<file path="src/rtl/tge_pkt_sim_pkg.sv">
// Shared types and defaults for the periodic test-packet generator.
// Optional build macro: TGE_PKT_SIM_DROP_CNT_EN (see tge_pkt_sim_gen).
package tge_pkt_sim_pkg;

    localparam int DATA_W_DEF = 64;
    localparam int SEQ_W_DEF  = 32;
    localparam int LEN_W_DEF  = 16;

    // Shortest legal frame; a zero length is promoted to this.
    localparam int MIN_LEN = 1;

    typedef enum logic [1:0] {
        IDLE = 2'd0,
        ARM  = 2'd1,
        SEND = 2'd2
    } state_t;

endpackage

</file>
<file path="src/rtl/tge_pkt_sim_timer.sv">
// Period counter: fires a one-cycle tick every max(period,1) enabled cycles.
// A shrinking period that leaves the count past the new end wraps without a tick.
module tge_pkt_sim_timer (
    input  logic        user_clk,
    input  logic        user_rst_n,
    input  logic        i_enable,
    input  logic [31:0] i_period,
    output logic        o_tick
);

    logic [31:0] r_timer;
    logic [31:0] w_last;

    assign w_last = (i_period == 32'd0) ? 32'd0 : (i_period - 32'd1);
    assign o_tick = i_enable && (r_timer == w_last);

    always_ff @(posedge user_clk or negedge user_rst_n) begin
        if (!user_rst_n) begin
            r_timer <= 32'd0;
        end else if (!i_enable || (r_timer >= w_last)) begin
            r_timer <= 32'd0;
        end else begin
            r_timer <= r_timer + 32'd1;
        end
    end

endmodule

</file>
<file path="src/rtl/tge_pkt_sim_gen.sv">
// Periodic 10GbE test-packet generator: frames of {seq, word_index} words.
// Define TGE_PKT_SIM_DROP_CNT_EN to add the drop_count output.
module tge_pkt_sim_gen
    import tge_pkt_sim_pkg::*;
#(
    parameter int DATA_W = DATA_W_DEF,
    parameter int SEQ_W  = SEQ_W_DEF,
    parameter int LEN_W  = LEN_W_DEF
) (
    input  logic              user_clk,
    input  logic              user_rst_n,
    input  logic [31:0]       period,
    input  logic [31:0]       payload_len,
    input  logic              enable,
    input  logic              tx_afull,
    output logic              tx_valid,
    output logic [DATA_W-1:0] tx_data,
    output logic              tx_end_of_frame,
    output logic [31:0]       pkt_count,
    output logic              overrun
`ifdef TGE_PKT_SIM_DROP_CNT_EN
    ,
    output logic [31:0]       drop_count
`endif
);

    function automatic logic [LEN_W-1:0] clamp_len(input logic [LEN_W-1:0] len);
        return (len < LEN_W'(MIN_LEN)) ? LEN_W'(MIN_LEN) : len;
    endfunction

    state_t             r_state;
    state_t             w_state_nxt;
    logic               r_pending;
    logic               r_overrun;
    logic [SEQ_W-1:0]   r_seq;
    logic [31:0]        r_pkt_count;
    logic               r_tx_valid;
    logic [DATA_W-1:0]  r_tx_data;
    logic               r_tx_eof;
    logic [LEN_W-1:0]   r_len;
    logic [LEN_W-1:0]   r_idx;

    logic               w_tick;
    logic               w_start;
    logic               w_drop;
    logic               w_clr_pend;
    logic               w_advance;
    logic               w_done;
    logic [LEN_W-1:0]   w_len_start;
    logic [LEN_W-1:0]   w_idx_inc;
    logic               w_unused_len;

    assign w_unused_len = ^payload_len[31:LEN_W];

    tge_pkt_sim_timer u_timer (
        .user_clk   (user_clk),
        .user_rst_n (user_rst_n),
        .i_enable   (enable),
        .i_period   (period),
        .o_tick     (w_tick)
    );

    assign w_len_start = clamp_len(payload_len[LEN_W-1:0]);
    assign w_idx_inc   = r_idx + LEN_W'(1);
    assign w_advance   = (r_state == SEND) && !r_tx_eof;
    assign w_done      = (r_state == SEND) && r_tx_eof;

    // Disabling in ARM wins over a pending start so a stopped generator stays quiet.
    always_comb begin
        w_state_nxt = r_state;
        w_start     = 1'b0;
        w_drop      = 1'b0;
        w_clr_pend  = 1'b0;
        case (r_state)
            IDLE: begin
                if (enable) w_state_nxt = ARM;
            end
            ARM: begin
                if (!enable) begin
                    w_clr_pend  = 1'b1;
                    w_state_nxt = IDLE;
                end else if (r_pending) begin
                    w_clr_pend = 1'b1;
                    if (!tx_afull) begin
                        w_start     = 1'b1;
                        w_state_nxt = SEND;
                    end else begin
                        w_drop = 1'b1;
                    end
                end
            end
            SEND: begin
                if (r_tx_eof) w_state_nxt = ARM;
            end
            default: w_state_nxt = IDLE;
        endcase
    end

    always_ff @(posedge user_clk or negedge user_rst_n) begin
        if (!user_rst_n) begin
            r_state     <= IDLE;
            r_pending   <= 1'b0;
            r_overrun   <= 1'b0;
            r_seq       <= '0;
            r_pkt_count <= 32'd0;
            r_tx_valid  <= 1'b0;
            r_tx_data   <= '0;
            r_tx_eof    <= 1'b0;
        end else begin
            r_state <= w_state_nxt;
            // A tick on the consuming cycle re-arms rather than being lost.
            if (w_tick) begin
                r_pending <= 1'b1;
            end else if (w_clr_pend) begin
                r_pending <= 1'b0;
            end
            if (w_tick && r_pending) r_overrun <= 1'b1;
            if (w_done) begin
                r_seq       <= r_seq + SEQ_W'(1);
                r_pkt_count <= r_pkt_count + 32'd1;
            end
            if (w_start) begin
                r_tx_valid <= 1'b1;
                r_tx_data  <= DATA_W'({32'(r_seq), 32'd0});
                r_tx_eof   <= (w_len_start == LEN_W'(MIN_LEN));
            end else if (w_advance) begin
                r_tx_valid <= 1'b1;
                r_tx_data  <= DATA_W'({32'(r_seq), 32'(w_idx_inc)});
                r_tx_eof   <= (w_idx_inc == (r_len - LEN_W'(1)));
            end else begin
                r_tx_valid <= 1'b0;
                r_tx_data  <= '0;
                r_tx_eof   <= 1'b0;
            end
        end
    end

    // Frame length and word index only matter inside SEND, so they carry no reset.
    always_ff @(posedge user_clk) begin
        if (w_start) begin
            r_len <= w_len_start;
            r_idx <= '0;
        end else if (w_advance) begin
            r_idx <= w_idx_inc;
        end
    end

`ifdef TGE_PKT_SIM_DROP_CNT_EN
    logic [31:0] r_drop_count;

    always_ff @(posedge user_clk or negedge user_rst_n) begin
        if (!user_rst_n) begin
            r_drop_count <= 32'd0;
        end else if (w_drop) begin
            r_drop_count <= r_drop_count + 32'd1;
        end
    end

    assign drop_count = r_drop_count;
`else
    logic w_unused_drop;
    assign w_unused_drop = w_drop;
`endif

    assign tx_valid        = r_tx_valid;
    assign tx_data         = r_tx_data;
    assign tx_end_of_frame = r_tx_eof;
    assign pkt_count       = r_pkt_count;
    assign overrun         = r_overrun;

endmodule

</file>
<file path="config.mk">
export PLATFORM = sky130hd
export DESIGN_NAME = tge_pkt_sim_gen
export DESIGN_NICKNAME = d
export VERILOG_FILES = /design/src/rtl/tge_pkt_sim_pkg.sv /design/src/rtl/tge_pkt_sim_timer.sv /design/src/rtl/tge_pkt_sim_gen.sv
export SDC_FILE = /design/constraint.sdc
export NUM_CORES = 1
export LEC_CHECK = 0
export CORE_MARGIN = 1
export CORE_UTILIZATION = 48
export DETAILED_ROUTE_END_ITERATION = 6
export GPL_ROUTABILITY_DRIVEN = 0
export GPL_TIMING_DRIVEN = 0
export PLACE_DENSITY = 0.77
export SLEW_MARGIN = 20
export SYNTH_ARGS = -nofsm -noshare
export SYNTH_HDL_FRONTEND = slang
export SYNTH_SLANG_ARGS = --single-unit
</file>
<file path="constraint.sdc">
create_clock -name user_clk -period 2.2 [get_ports user_clk]
set_input_delay 0.33 -clock user_clk [delete_from_list [all_inputs] [get_ports user_clk]]
set_output_delay 0.33 -clock user_clk [all_outputs]
set_load 0.01 [all_outputs]
</file>
### Word-level counts from Yosys, hierarchy flattened

Cells that the tools add are included.

* register bits: 198
* bits of input ports: 68
* output and inout bits: 99
* word-level logic and storage cells: 63

* add/subtract/negate cells: 6
* magnitude comparators: 2
* equal/unequal tests: 9
* multiplexer cells: 24
* reduce and logical (&&, ||, !) cells: 11

Operators with widths (number)
* $mux W64: 2
* $add A32 B1 Y32 const B: 3
* $mux W32: 2
* $eq A32 B32 Y1: 1
* $ge A32 B32 Y1: 1
* $logic_not A32 Y1: 1
* $sub A32 B1 Y32 const B: 1
* $add A16 B1 Y16 const B: 1
* $eq A16 B1 Y1 const B: 1
* $eq A16 B16 Y1: 1
* $lt A16 B1 Y1 const B: 1
* $mux W16: 1
* $sub A16 B1 Y16 const B: 1
* $mux W1: 13
* $mux W2: 5
* $ne A3 B3 Y1 const B: 2
* $pmux W2 S3: 1
* $logic_and A1 B1 Y1: 4
* $ne A2 B2 Y1 const B: 2
* $reduce_and A4 Y1: 1
* $eq A2 B1 Y1 const B: 1
* $eq A2 B2 Y1 const B: 1
* $logic_not A1 Y1: 2
* $logic_not A2 Y1: 1
* 2 further kinds: 2

### Depth between registers and ports, before layout

Gate-level depths: netlist (run 1).

* word-level depth: 5
* gate-level depth with buffers: 18
* mapped depth without buffers: 16

### Hierarchy

From an unflattened synthesis (run 1), not the netlist that was laid out.

* cells, all modules: 927
* area total of the unflattened synthesis: 9520.4 um^2

Modules (own cells, without submodules)
* tge_pkt_sim_gen: instances 1, cells each 549, area each 6396.1 um^2, seq. area each 3753.6 um^2
* tge_pkt_sim_timer: instances 1, cells each 378, area each 3124.2 um^2, seq. area each 800.8 um^2

### Worst setup path after synthesis (run 1)

OpenSTA, ideal clock, no wires.

* path kind: input port to flip-flop
* from: input port period[9]
* to: register u_timer.r_timer[21]
* setup time: 0.135 ns
* data arrival time: 3.687 ns
* data required time: 2.065 ns
* slack: -1.623 ns
* stages on the path: 16
* buffers on the path: 2
* cells stage by stage: or4_4 -> or4_4 -> buf_6 -> nor3_4 -> nand2_2 -> or3_4 -> nor3_2 -> a21oi_1 -> ha_1 -> nand4_1 -> nor4_1 -> nand3_1 -> o2111ai_1 -> a21oi_1 -> clkbuf_1 -> nor3b_1

* word-level cells in the longest chain between the ends: 5
* elaborated cells on any way between the ends: 6
* classes of those cells: add/sub (1); order compare (1); mux (2); reduce/logical (2)

Ends and longest elaborated chain
* start, declared: RTL line tge_pkt_sim_gen.sv:12 `input logic [31:0] period,`
* $sub A32 B1 Y32 or $logic_not A32 Y1 (tied branches): RTL line tge_pkt_sim_timer.sv:14 `assign w_last = (i_period == 32'd0) ? 32'd0 : (i_period - 32'd1);`
* $mux W32 (*): RTL line tge_pkt_sim_timer.sv:14
* $ge A32 B32 Y1 (*): RTL line tge_pkt_sim_timer.sv:20 `end else if (!i_enable || (r_timer >= w_last)) begin`
* $logic_or A1 B1 Y1 (*): RTL line tge_pkt_sim_timer.sv:20
* $mux W32 (*): RTL line tge_pkt_sim_timer.sv:20
* end signal, assigned: RTL line tge_pkt_sim_timer.sv:23 `r_timer <= r_timer + 32'd1;`
* end, declared: RTL line tge_pkt_sim_timer.sv:11 `logic [31:0] r_timer;`

Mark *: on every way between the ends. The rest lies on a longest branch, timed or not.
A chain may end at the register's enable or synchronous reset.

### Final worst setup path (run 1)

* from: input port period[7]
* to: register u_timer.r_timer[21]

The elaborated chain is that of the path after synthesis.

==> results by group, run 1 <==
Run status
  • Status: finished, violations left
  • Failing checks: negative setup slack

Yosys
  • Post-Syn Area per Cell: between 10 and 15 µm²
  • Async SR Flop Fraction: 0.824
  • Yosys cell types: 54
  • Cells after synthesis: between 900 and 1,000
  • Post-synthesis sequential area ratio: 0.486
  • Area share of and/or/nand/nor cells after synthesis: 0.236
  • Largest family of logic cells by synthesized area: simple AND/OR/NAND/NOR gates
  • Flip-flop and latch count after synthesis: between 150 and 200
  • Compound-cell area share of the yosys netlist: 0.0407
  • Synth Flop Type: dfrtp_1
  • Post-synthesis adder-cell area fraction: 0.0521
  • Mux share of post-synthesis cell area: 0.00107
  • EDFF count, synth: 16
  • Synth warn: 0
  • Mapped Area: approximately 0.0094 mm²
  • Post-Synth XOR/XNOR Area: 0.149

Timing
  • Tcrit/Tclk final: 1.63
  • Clock skew: approximately 13 ps
  • Setup Viol. Count Final: 35
  • Hold Violations, Final: 0
  • Fin. max-slew vios: 0
  • Slew margin rel.: 0.398
  • Final worst-path setup slack: -1380 ps
  • Fin crit period: 3580 ps
  • RSZ-0062 raised after global routing: yes
  • Slew @ Worst Pin: 895 ps
  • Hold Slack: 460 ps
  • F_max: approximately 280 MHz

GRT
  • GRT overflow: 0
  • Vias in the first global route: ~7,600
  • Largest net degree at the start of global routing: a little over 80
  • GR Util All Layers: 0.229
  • Initial antenna violation count: 0
  • First-pass GRT wire length: ~36,000 µm

Place
  • Placed Cells: 1,339
  • # port buffers: roughly 130
  • Post-DP HPWL: 14,700 µm

Worst setup path
  • R2R setup slack: -260 ps
  • Buf/Inv on CP: 2
  • CP max-delay cell: or4_4
  • Critical Path RT: roughly 2500 ps
  • Worst setup path class: in -> reg
  • Worst R2R Start: r_len[0]
  • CP delay by family, top: simple AND/OR/NAND/NOR gates
  • Reg2reg path depth: 9
  • CP endpoint kind: flip-flop
  • Worst setup path endpoint: u_timer.r_timer[21]
  • Data arrival, critical path: between 3000 and 4000 ps
  • Setup crit start: period[7]
  • Cell Chain, Critical Path: buf_8 > or4_4 > or4_4 > nor3_4 > nand2_2 > or3_4 > nor3_2 > a21oi_2 > ha_1 > nand4_1 > nor4_4 > nand3_2 > o2111ai_4 > a21oi_4 > buf_8 > nor3b_4
  • CP Depth: 16
  • Critical path startpoint category: input port
  • R2R Path End: tx_end_of_frame
  • Worst path max stage delay: 530 ps
  • Worst-path fanout max: 6

Routing
  • Initial DRT Pass Iterations: 7
  • Drt wl/cell: around 15 µm
  • Vias post-DR: roughly 7,300
  • Vias per inst: 5.16
  • Routed Antenna Nets: 0
  • Routed WL: 21,800 µm
  • DRC errors left: 0
  • First DRT Iteration DRCs: 316

Die
  • Row cnt: 50
  • Die area: ~0.020 mm²
  • Die height: around 140 µm
  • Total I/O pin count: around 170
  • Die width: approximately 140 µm
  • Core area: 0.0189 mm²
  • Initial Util: 0.496

Clocking
  • CTS tree: built
  • Clock-pin slew on the worst setup and hold paths: ~70 ps
  • H-tree depth: 4
  • CTS Sinks: 182
  • Clock buffer depth: 2
  • CTS buffer count: 17
  • Root Driver: clkbuf_16
  • Clock latency on the worst-skew pair: 440 ps

Layout
  • ANT cells: 0
  • Storage cell area: between 0.004 and 0.005 mm²
  • Fillers: between 1,000 and 1,500
  • Area of the multi-input gates: around 0.005 mm²
  • Area Overhead vs Synth: 34.7%
  • Fin nets: about 1,300
  • Layout cells sized above 1: 0.163
  • Post-Layout Cell Count: between 1,000 and 1,500

Flow run
  • Max Cap Viol: 0

Power and ir drop
  • Leakage: 0.00584 µW
  • Peak supply drop: around 0.00053 V
  • P per Cell Area: between 500 and 600 mW/mm²

Worst hold path
  • Hold path start: overrun
  • HP Class: reg -> reg
==> routing by layer <==
metal  GRT usage  vias to the layer above  wire length (µm)
met2       0.405                      158             11300
li1            -                     3556                 -
met5           0                        -                 0
met1       0.272                     3562              9140
met3      0.0439                       41               865
met4      0.0934                        0               454
==> cells by family after synthesis <==
kind of cell	after synthesis
adders and majority gates	39
xor gates and xnor gates	158
other	1
AOI/OAI and AO/OA	57
and+or+nand+nor	423
muxes	1
buffers and inverters	68
DFF	182
==> through the flow <==
stage / TNS (ps) / util / power (µW) / instance area, µm² / setup WS, ps
6_report: -45540 / 0.668 / 7030 / 12600 / -1380
5_1_grt: -50580 / 0.668 / 7270 / 12600 / -1530
4_1_cts: -43740 / 0.655 / 7060 / 12400 / -1330
3_5_place_dp: -114270 / 0.595 / 3920 / 11200 / -2440
3_3_place_gp: -899890 / 0.594 / 3900 / 11200 / -5270
2_1_floorplan: -45950 / - / 3690 / 9550 / -1400
==> synth_stat cells (2+ instances only) <==
cell type / number / area, µm²
a21o_1: 27 / 203
a21oi_1: 12 / 60.1
and2_1: 35 / 219
and3_1: 22 / 138
and4_1: 10 / 87.6
buf_4: 16 / 120
clkbuf_1: 33 / 124
dfrtp_1: 150 / 3750
dfxtp_1: 16 / 320
edfxtp_1: 16 / 480
ha_1: 39 / 488
inv_1: 17 / 63.8
nand2_1: 109 / 409
nand2b_1: 4 / 25.0
nand3_1: 43 / 215
nand3b_1: 4 / 30.0
nand4_1: 30 / 188
nand4b_1: 2 / 17.5
nor2_1: 91 / 342
nor2b_1: 6 / 37.5
nor3_1: 17 / 85.1
nor3_2: 2 / 20.0
nor3_4: 3 / 48.8
nor3b_1: 5 / 37.5
nor4_1: 17 / 106
nor4_2: 3 / 37.5
o21a_1: 2 / 15.0
o21ai_0: 7 / 35.0
o22ai_1: 2 / 12.5
o31ai_1: 2 / 15.0
or2_2: 3 / 18.8
or3_1: 2 / 12.5
or4_1: 5 / 37.5
or4_4: 2 / 22.5
xnor2_1: 102 / 893
xor2_1: 55 / 482
==> flip-flops by register name, indices dropped and copies added (netlist names) <==
| register | cells |
|---|---|
| tx_end_of_frame | 1 |
| pkt_count | 32 |
| u_timer.r_timer | 32 |
| tx_data | 48 |
| overrun | 1 |
| r_pending | 1 |
| tx_valid | 1 |
| r_idx | 16 |
| r_state | 2 |
| r_len | 16 |
| r_seq | 32 |
==> power by group <==
group	switching [µW]	internal, µW
logic	245	222
registers	25.4	3400
clock network	1480	1650
==> what timing repair did <==
item | 4_1_cts | 5_1_grt
setup buffers | 37 | 9
endpoints found under the setup margin | 91 | 53
endpoints found under the hold margin | 80 | 0
resized for setup | 71 | 46
gates cloned | 2 | 0
hold buffers | 1 | 0
pin swaps | 35 | 19
==> how the worst min path moves through the flow <==
| stage | cells after the start | endpoint | slack [ps] |
|---|---|---|---|
| after floorplan | 0 | overrun | 30 |
| after global placement | 1 | overrun | 440 |
| after detailed placement | 1 | pkt_count[31] | 350 |
| after CTS | 1 | r_seq[31] | 460 |
| after global routing | 1 | pkt_count[31] | 500 |
| final | 1 | overrun | 460 |
==> layout make-up <==
type / count / share of cell area
Timing Repair Buffer: 184 / 0.140
Multi-Input combinational cell: 694 / 0.392
Clock inverter: 15 / 0.0154
Inverter: 17 / 0.00535
Sequential cell: 182 / 0.361
Clock buffer: 17 / 0.0337
Tap cell: 260 / 0.0258
Buffer: 48 / 0.0266
==> worst reg2reg max path: stages, from the launching register on <==
cell      delay, ps
edfxtp_1        420
inv_1            90
ha_2            180
or4b_4          550
buf_4           190
nand2_1          70
xnor2_1          60
nor4_1          300
nand4_1         190
o32ai_2         320
==> cell usage in the layout (no fill, tap or decap), types with 5 or more instances in the layout <==
cell,Yosys,layout
dfxtp_1,16,16
nor4_4,0,6
and3_1,22,18
nand3_1,43,42
nand2_1,109,105
nor3_4,3,5
dlymetal6s2s_1,0,5
clkbuf_16,0,17
nand4_1,30,30
clkbuf_8,0,8
and4_1,10,8
buf_6,1,5
xnor2_1,102,101
conb_1,1,16
buf_4,16,60
nor4_1,17,10
inv_1,17,16
and2_1,35,35
or4_4,2,6
edfxtp_1,16,16
nor3_1,17,12
ha_1,39,34
nor3_2,2,5
a21o_1,27,27
xor2_1,55,55
dfrtp_1,150,148
clkbuf_1,33,21
clkdlybuf4s50_1,0,121
nor2_1,91,83
a21oi_1,12,9
(Power assumes the default switching activity.)
==> run 2: changes to the inputs <==
--- a/config.mk
+++ b/config.mk
@@ -6,11 +6,11 @@
 export NUM_CORES = 1
 export LEC_CHECK = 0
 export CORE_MARGIN = 1
-export CORE_UTILIZATION = 48
+export CORE_UTILIZATION = 53
 export DETAILED_ROUTE_END_ITERATION = 6
 export GPL_ROUTABILITY_DRIVEN = 0
 export GPL_TIMING_DRIVEN = 0
-export PLACE_DENSITY = 0.77
+export PLACE_DENSITY = 0.8
 export SLEW_MARGIN = 20
 export SYNTH_ARGS = -nofsm -noshare
 export SYNTH_HDL_FRONTEND = slang
==> constraint.sdc (replaced) <==
create_clock -name user_clk -period 3.75 [get_ports user_clk]
set_input_delay 0.5625 -clock user_clk [delete_from_list [all_inputs] [get_ports user_clk]]
set_output_delay 0.5625 -clock user_clk [all_outputs]
set_load 0.01 [all_outputs]
==> results by group, run 2 (synthesis results as in run 1) <==
Timing
  • Hold Slack: 52.2 ps (-408 ps)
  • Final worst-path setup slack: -56.8 ps (+1320 ps)
  • Fin crit period: between 3000 and 4000 ps
  • Slew @ Worst Pin: 1010 ps (+114 ps)
  • Clock skew: 14.9 ps (+2.26 ps)
  • Setup Viol. Count Final: 28 (-20%)
  • Fin. max-slew vios: 0 (unchanged)
  • RSZ-0062 raised after global routing: yes
  • Slew margin rel.: 0.322 (-0.0764)
  • F_max: between 200 and 300 MHz
  • Tcrit/Tclk final: 1.02
  • Hold Violations, Final: 0 (unchanged)

Power and ir drop
  • Cell internal pwr: 3040 µW (-42%)
  • Peak supply drop: 0.000287 V (-45%)
  • Sw frac: 0.233 (-0.0168)
  • Clock share of power: 0.425 (-0.021)
  • Net Sw Power: 924 µW (-47%)
  • Gate power share: 0.068 (+0.002)
  • Leakage: 0.00571 µW (-2.2%)
  • P per Cell Area: 324 mW/mm² (-42%)
  • Sequential Power Share: 0.507 (+0.020)

Place
  • Post-DP HPWL: 14,400 µm (-2.3%)
  • Placed Cells: 1,304 (-2.6%)
  • # port buffers: 134 (unchanged)

Die
  • Row cnt: 48 (-4.0%)
  • Die width: 135 µm (-4.8%)
  • Initial Util: 0.542 (+0.0458)
  • Die area: 0.0182 mm² (-9.3%)
  • Core area: 0.0173 mm² (-8.5%)
  • Die height: 135 µm (-4.8%)
  • Total I/O pin count: 167 (unchanged)

Layout
  • Finished Core Util: 0.708 (+0.0403)
  • Storage cell area: 0.00455 mm² (about the same)
  • Most common cell after layout, fill and taps aside: dfrtp_1
  • Fillers: 1,246 (-13%)
  • Post-Layout Cell Count: 1,368 (-3.5%)
  • Fin nets: 1,238 (-1.0%)
  • Max FFs per register: 48 (unchanged)
  • ANT cells: 0 (unchanged)
  • Layout cells sized above 1: 0.126 (-0.0374)
  • Area of the multi-input gates: 0.00482 mm² (-2.6%)
  • Area Overhead vs Synth: 30.8%
  • Commonest cells after routing, fill and taps aside: 150 x dfrtp_1, 121 x clkdlybuf4s50_1, 106 x nand2_1

Routing
  • Routed WL: 20,900 µm (-4.2%)
  • First DRT Iteration DRCs: 356 (+13%)
  • Drt wl/cell: 15.3 µm (-0.79%)
  • Initial DRT Pass Iterations: 4 (-3)
  • Vias per inst: 5.27 (+2.1%)
  • Routed Antenna Nets: 0 (unchanged)
  • Vias post-DR: 7,210 (-1.5%)
  • DRC errors left: 0 (unchanged)

Clocking
  • H-tree depth: 4 (unchanged)
  • Clock-pin slew on the worst setup and hold paths: 70 ps (about the same)
  • Hold Buf Count CTS: 0 (-1)
  • Clock buffer depth: 2 (unchanged)
  • CTS Sinks: 182 (unchanged)
  • Clock latency on the worst-skew pair: 430 ps (about the same)
  • CTS tree: built
  • CTS buffer count: 17 (unchanged)
  • Root Driver: clkbuf_16

Run status
  • Status: finished, violations left
  • Failing checks: negative setup slack

Flow run
  • Max Cap Viol: 0 (unchanged)

GRT
  • Initial antenna violation count: 0 (unchanged)
  • First-pass GRT wire length: 33,400 µm (-7.9%)
  • GRT overflow: 0 (unchanged)
  • Vias in the first global route: 7,049 (-6.8%)
  • Largest net degree at the start of global routing: 86 (+4.9%)
  • GR Util All Layers: 0.231 (+0.00244)

Worst setup path
  • Worst-path fanout max: 6 (unchanged)
  • Critical Path RT: 4060 ps (+1540 ps)
  • Critical path startpoint category: input port
  • Data arrival, critical path: 4120 ps (+230 ps)
  • Reg2reg path depth: 7 (-2)
  • CP endpoint kind: flip-flop
  • Worst setup path class: in -> reg

Worst hold path
  • HP Class: in -> async
## run 2: cell count changes in the layout (fill, tap and decap cells not counted), sizes merged, moves of 2 or more
cell,change
buf,-10
clkinvlp,+2
clkinv,-4
inv,-2
clkbuf,+2
## run 2: final cells by class
type,instances,area share
flip-flops and latches,182,0.372
inverters,17,0.00521
well taps,225,0.0230
multi-input cells,694,0.393
repair buffers,169,0.136
clock buffers,21,0.0385
clock inverters,10,0.00705
plain buffers,50,0.0260
## run 2: final timing paths
path / from / endpoint / slack (ps)
worst max register to register: r_state[1] / r_idx[4] / 1120
min in group user_clk: pkt_count[31] / pkt_count[31] / 470
max in group asynchronous: user_rst_n / tx_data[4] / 2920
worst min register to register: pkt_count[31] / pkt_count[31] / 470
worst max-delay path: period[10] / u_timer.r_timer[21] / -60
worst min-delay path: user_rst_n / pkt_count[28] / 50
## run 2: routing by layer
layer | global-route usage | vias up | routed length, µm
li1 | - | 3522 | -
met5 | 0 | - | 0
met1 | 0.289 | 3488 | 9020
met4 | 0.0787 | 0 | 397
met3 | 0.0428 | 34 | 758
met2 | 0.401 | 166 | 10700
## run 2: worst max-delay path, cell delays in order
cell and delay (ps):
buf_6 90, or4_4 520, or4_4 480, nor3_4 220
nand2_2 120, buf_4 160, nor3_4 120, xor2_1 180
nand2_1 120, ha_4 280, nand4_1 190, nor4_4 350
nand3_2 170, o2111ai_4 140, a21oi_4 100, buf_8 150
nor3b_2 140
## run 2: per-stage QoR
| stage | TNS, ps | instance area [µm²] | setup WS [ps] | total power [µW] |
|---|---|---|---|---|
| floorplan | -1890 | 9470 | -88.6 | 2160 |
| global route | -4550 | 12300 | -181 | 4110 |
| CTS | -1620 | 12000 | -90.6 | 3980 |
| detailed placement | -35850 | 11100 | -1120 | 2300 |
| global placement | -615060 | 11100 | -3870 | 2290 |
| finish | -390 | 12300 | -56.8 | 3970 |
## run 2: power groups by stage
stage / sequential (µW) / clock, µW / combinational, µW
final: 2010 / 1690 / 271
after global routing: 2010 / 1800 / 300
after CTS: 2010 / 1710 / 259
after detailed placement: 2050 / 0 / 247
after global placement: 2050 / 0 / 238
after floorplan: 2050 / 0 / 119
## run 2: repair_timing
item / 4_1_cts / 5_1_grt
buffers inserted: 17 / 16
pin swaps: 17 / 30
resized for setup: 52 / 39
setup endpoints to repair: 34 / 34
gates cloned: 1 / 1
endpoints found under the hold margin: 0 / 0
==> run 3: changes to the inputs <==
--- a/config.mk
+++ b/config.mk
@@ -6,11 +6,10 @@
 export NUM_CORES = 1
 export LEC_CHECK = 0
 export CORE_MARGIN = 1
-export CORE_UTILIZATION = 53
+export CORE_UTILIZATION = 35
 export DETAILED_ROUTE_END_ITERATION = 6
 export GPL_ROUTABILITY_DRIVEN = 0
 export GPL_TIMING_DRIVEN = 0
-export PLACE_DENSITY = 0.8
 export SLEW_MARGIN = 20
 export SYNTH_ARGS = -nofsm -noshare
 export SYNTH_HDL_FRONTEND = slang
==> results by group, run 3 (synthesis results as in run 1) <==
Timing
  • Slew @ Worst Pin: 1000 ps (-6.56 ps)
  • F_max: 252 MHz (-3.9%)
  • Clock skew: 18.3 ps (+3.33 ps)
  • Fin crit period: 3960 ps (+156 ps)
  • Total negative slack: -5260 ps (-4870 ps)
  • Fin. max-slew vios: 0 (unchanged)
  • RSZ-0062 raised after global routing: yes
  • Final worst-path setup slack: -213 ps (-156 ps)
  • Setup Viol. Count Final: 33 (+18%)
  • Tcrit/Tclk final: 1.06 (+0.0417)
  • Hold Violations, Final: 0 (unchanged)
  • Slew margin rel.: 0.326 (+0.00441)

Layout
  • Storage cell area: 0.00455 mm² (unchanged)
  • Area of the multi-input gates: 0.00473 mm² (-1.8%)
  • ANT cells: 0 (unchanged)
  • Most common cell after layout, fill and taps aside: dfrtp_1
  • Commonest cells after routing, fill and taps aside: 150 x dfrtp_1, 129 x clkdlybuf4s50_1, 102 x xnor2_1
  • Fin nets: 1,228 (-0.81%)
  • Max FFs per register: 48 (unchanged)
  • Area Overhead vs Synth: 30.4%
  • Layout cells sized above 1: 0.118 (-0.00782)
  • Fillers: 2,497 (+100%)
  • Post-Layout Cell Count: 1,469 (+7.4%)

Worst setup path
  • R2R setup slack: 1110 ps (about the same)
  • Data arrival, critical path: 4260 ps (+140 ps)
  • Critical path startpoint category: input port
  • Worst path max stage delay: 530 ps (about the same)
  • Critical Path RT: 4050 ps (about the same)
  • Cell Chain, Critical Path: buf_6 > or4_4 > or4_4 > buf_4 > nor3_4 > and2_4 > buf_4 > nor2b_4 > xor2_1 > nand2_1 > ha_1 > nand4_1 > nor4_4 > nand3_2 > o2111ai_2 > a21oi_2 > buf_6 > clkbuf_8 > nor3b_2
  • Worst setup path class: in -> reg
  • Worst-path fanout max: 5 (-1)
  • Worst R2R Start: r_state[1]
  • CP endpoint kind: flip-flop
  • CP max-delay cell: or4_4
  • Setup crit start: period[10]

Routing
  • Initial DRT Pass Iterations: 7 (+3)
  • Drt wl/cell: 14.2 µm (-7.1%)
  • Vias per inst: 4.74 (-10%)
  • Vias post-DR: 6,969 (-3.3%)
  • DRC errors left: 16 (+16)
  • Routed WL: 20,800 µm (-0.29%)
  • Routed Antenna Nets: 0 (unchanged)
  • First DRT Iteration DRCs: 334 (-6.2%)

Die
  • Total I/O pin count: 167 (unchanged)
  • Initial Util: 0.359 (-0.183)
  • Core area: 0.0261 mm² (+51%)
  • Die area: 0.0274 mm² (+51%)
  • Row cnt: 59 (+23%)
  • Die height: 166 µm (+23%)
  • Die width: 166 µm (+23%)

Power and ir drop
  • Cell internal pwr: 3040 µW (-0.22%)
  • Net Sw Power: 1010 µW (+9.6%)
  • Sw frac: 0.250 (+0.0172)
  • Peak supply drop: 0.000250 V (-13%)
  • Gate power share: 0.065 (-0.003)
  • Leakage: 0.00564 µW (-1.2%)
  • Total power: 4050 µW (+2.1%)
  • P per Cell Area: 331 mW/mm² (+2.4%)
  • Clock share of power: 0.439 (+0.014)
  • Sequential Power Share: 0.496 (-0.011)

GRT
  • First-pass GRT wire length: 35,300 µm (+5.6%)
  • Initial antenna violation count: 0 (unchanged)
  • Vias in the first global route: 7,062 (+0.18%)
  • Largest net degree at the start of global routing: 92 (+7.0%)
  • GRT overflow: 0 (unchanged)
  • GR Util All Layers: 0.159 (-0.0725)

Clocking
  • H-tree depth: 4 (unchanged)
  • Hold Buf Count CTS: 0 (unchanged)
  • Clock latency on the worst-skew pair: 430 ps (about the same)
  • CTS Sinks: 182 (unchanged)
  • CTS tree: built
  • CTS buffer count: 17 (unchanged)
  • Root Driver: clkbuf_16
  • Clock-pin slew on the worst setup and hold paths: 80 ps (about the same)
  • Clock buffer depth: 2 (unchanged)

Worst hold path
  • HP Class: in -> async

Place
  • Placed Cells: 1,414 (+8.4%)
  • # port buffers: 134 (unchanged)
  • Post-DP HPWL: 15,200 µm (+5.5%)
  • Pre-CTS WS: -1270 ps (-155 ps)

Run status
  • Status: finished, violations left
  • Failing checks: design-rule violations, negative setup slack

Flow run
  • Max Cap Viol: 0 (unchanged)
-- run 3: cell types whose count changed in the layout (fill, tap and decap cells not counted), sizes merged --
cell | before | now
buf | 62 | 50
clkbuf | 49 | 48
clkdlybuf4s50 | 121 | 129
clkinv | 2 | 8
clkinvlp | 3 | 1
dlygate4sd2 | 2 | 0
dlymetal6s2s | 6 | 0
-- run 3: final timing paths --
kind                                        to  depth (start not counted)
max                        u_timer.r_timer[18]                         19
min                        u_timer.r_timer[11]                          1
max reg2reg                          r_idx[11]                          7
min reg2reg                            overrun                          1
max in group asynchronous            r_seq[20]                          2
min in group user_clk                  overrun                          1
-- run 3: final cells by class --
type | count | share of cell area
inverters | 17 | 0.00522
clock buffers | 18 | 0.0359
well taps | 335 | 0.0343
flip-flops and latches | 182 | 0.373
plain buffers | 50 | 0.0237
clock inverters | 14 | 0.0134
multi-input cells | 694 | 0.387
repair buffers | 159 | 0.128
-- run 3: worst max-delay path: cells and delay by family --
family          cells  cell delay [ps]
compound gates      2              180
xor+xnor            1              150
fa+ha+maj           1              310
buf+inv             5              660
simple gates       10             2380
-- run 3: metrics by stage --
| step | cell area (µm²) | utilization | hold slack, ps |
|---|---|---|---|
| final | 12200 | 0.468 | 42.3 |
| after global routing | 12200 | 0.468 | 65.6 |
| after CTS | 12100 | 0.464 | 58.3 |
| after detailed placement | 11300 | 0.431 | 447 |
| after global placement | 11200 | 0.430 | 439 |
| after floorplan | 9470 | - | 267 |
-- run 3: power groups by stage --
stage | registers (µW) | logic [µW] | clock network [µW]
floorplan | 2050 | 119 | 0
global placement | 2050 | 241 | 0
detailed placement | 2050 | 249 | 0
CTS | 2010 | 264 | 1830
global route | 2010 | 295 | 1920
finish | 2010 | 263 | 1780
-- run 3: per-layer routing --
layer  up-vias  share of wire  GRT usage  wire, µm
met3         9          0.035     0.0339       732
met4         0         0.0073     0.0301       153
li1       3500              -          -         -
met5         -              0          0         0
met2       103           0.49      0.271     10200
met1      3357           0.47      0.208      9690
-- run 3: timing repair --
action,4_1_cts,5_1_grt
endpoints found under the setup margin,34,34
gates cloned,2,0
pin swaps,18,9
setup buffers,16,6
resized for setup,50,18
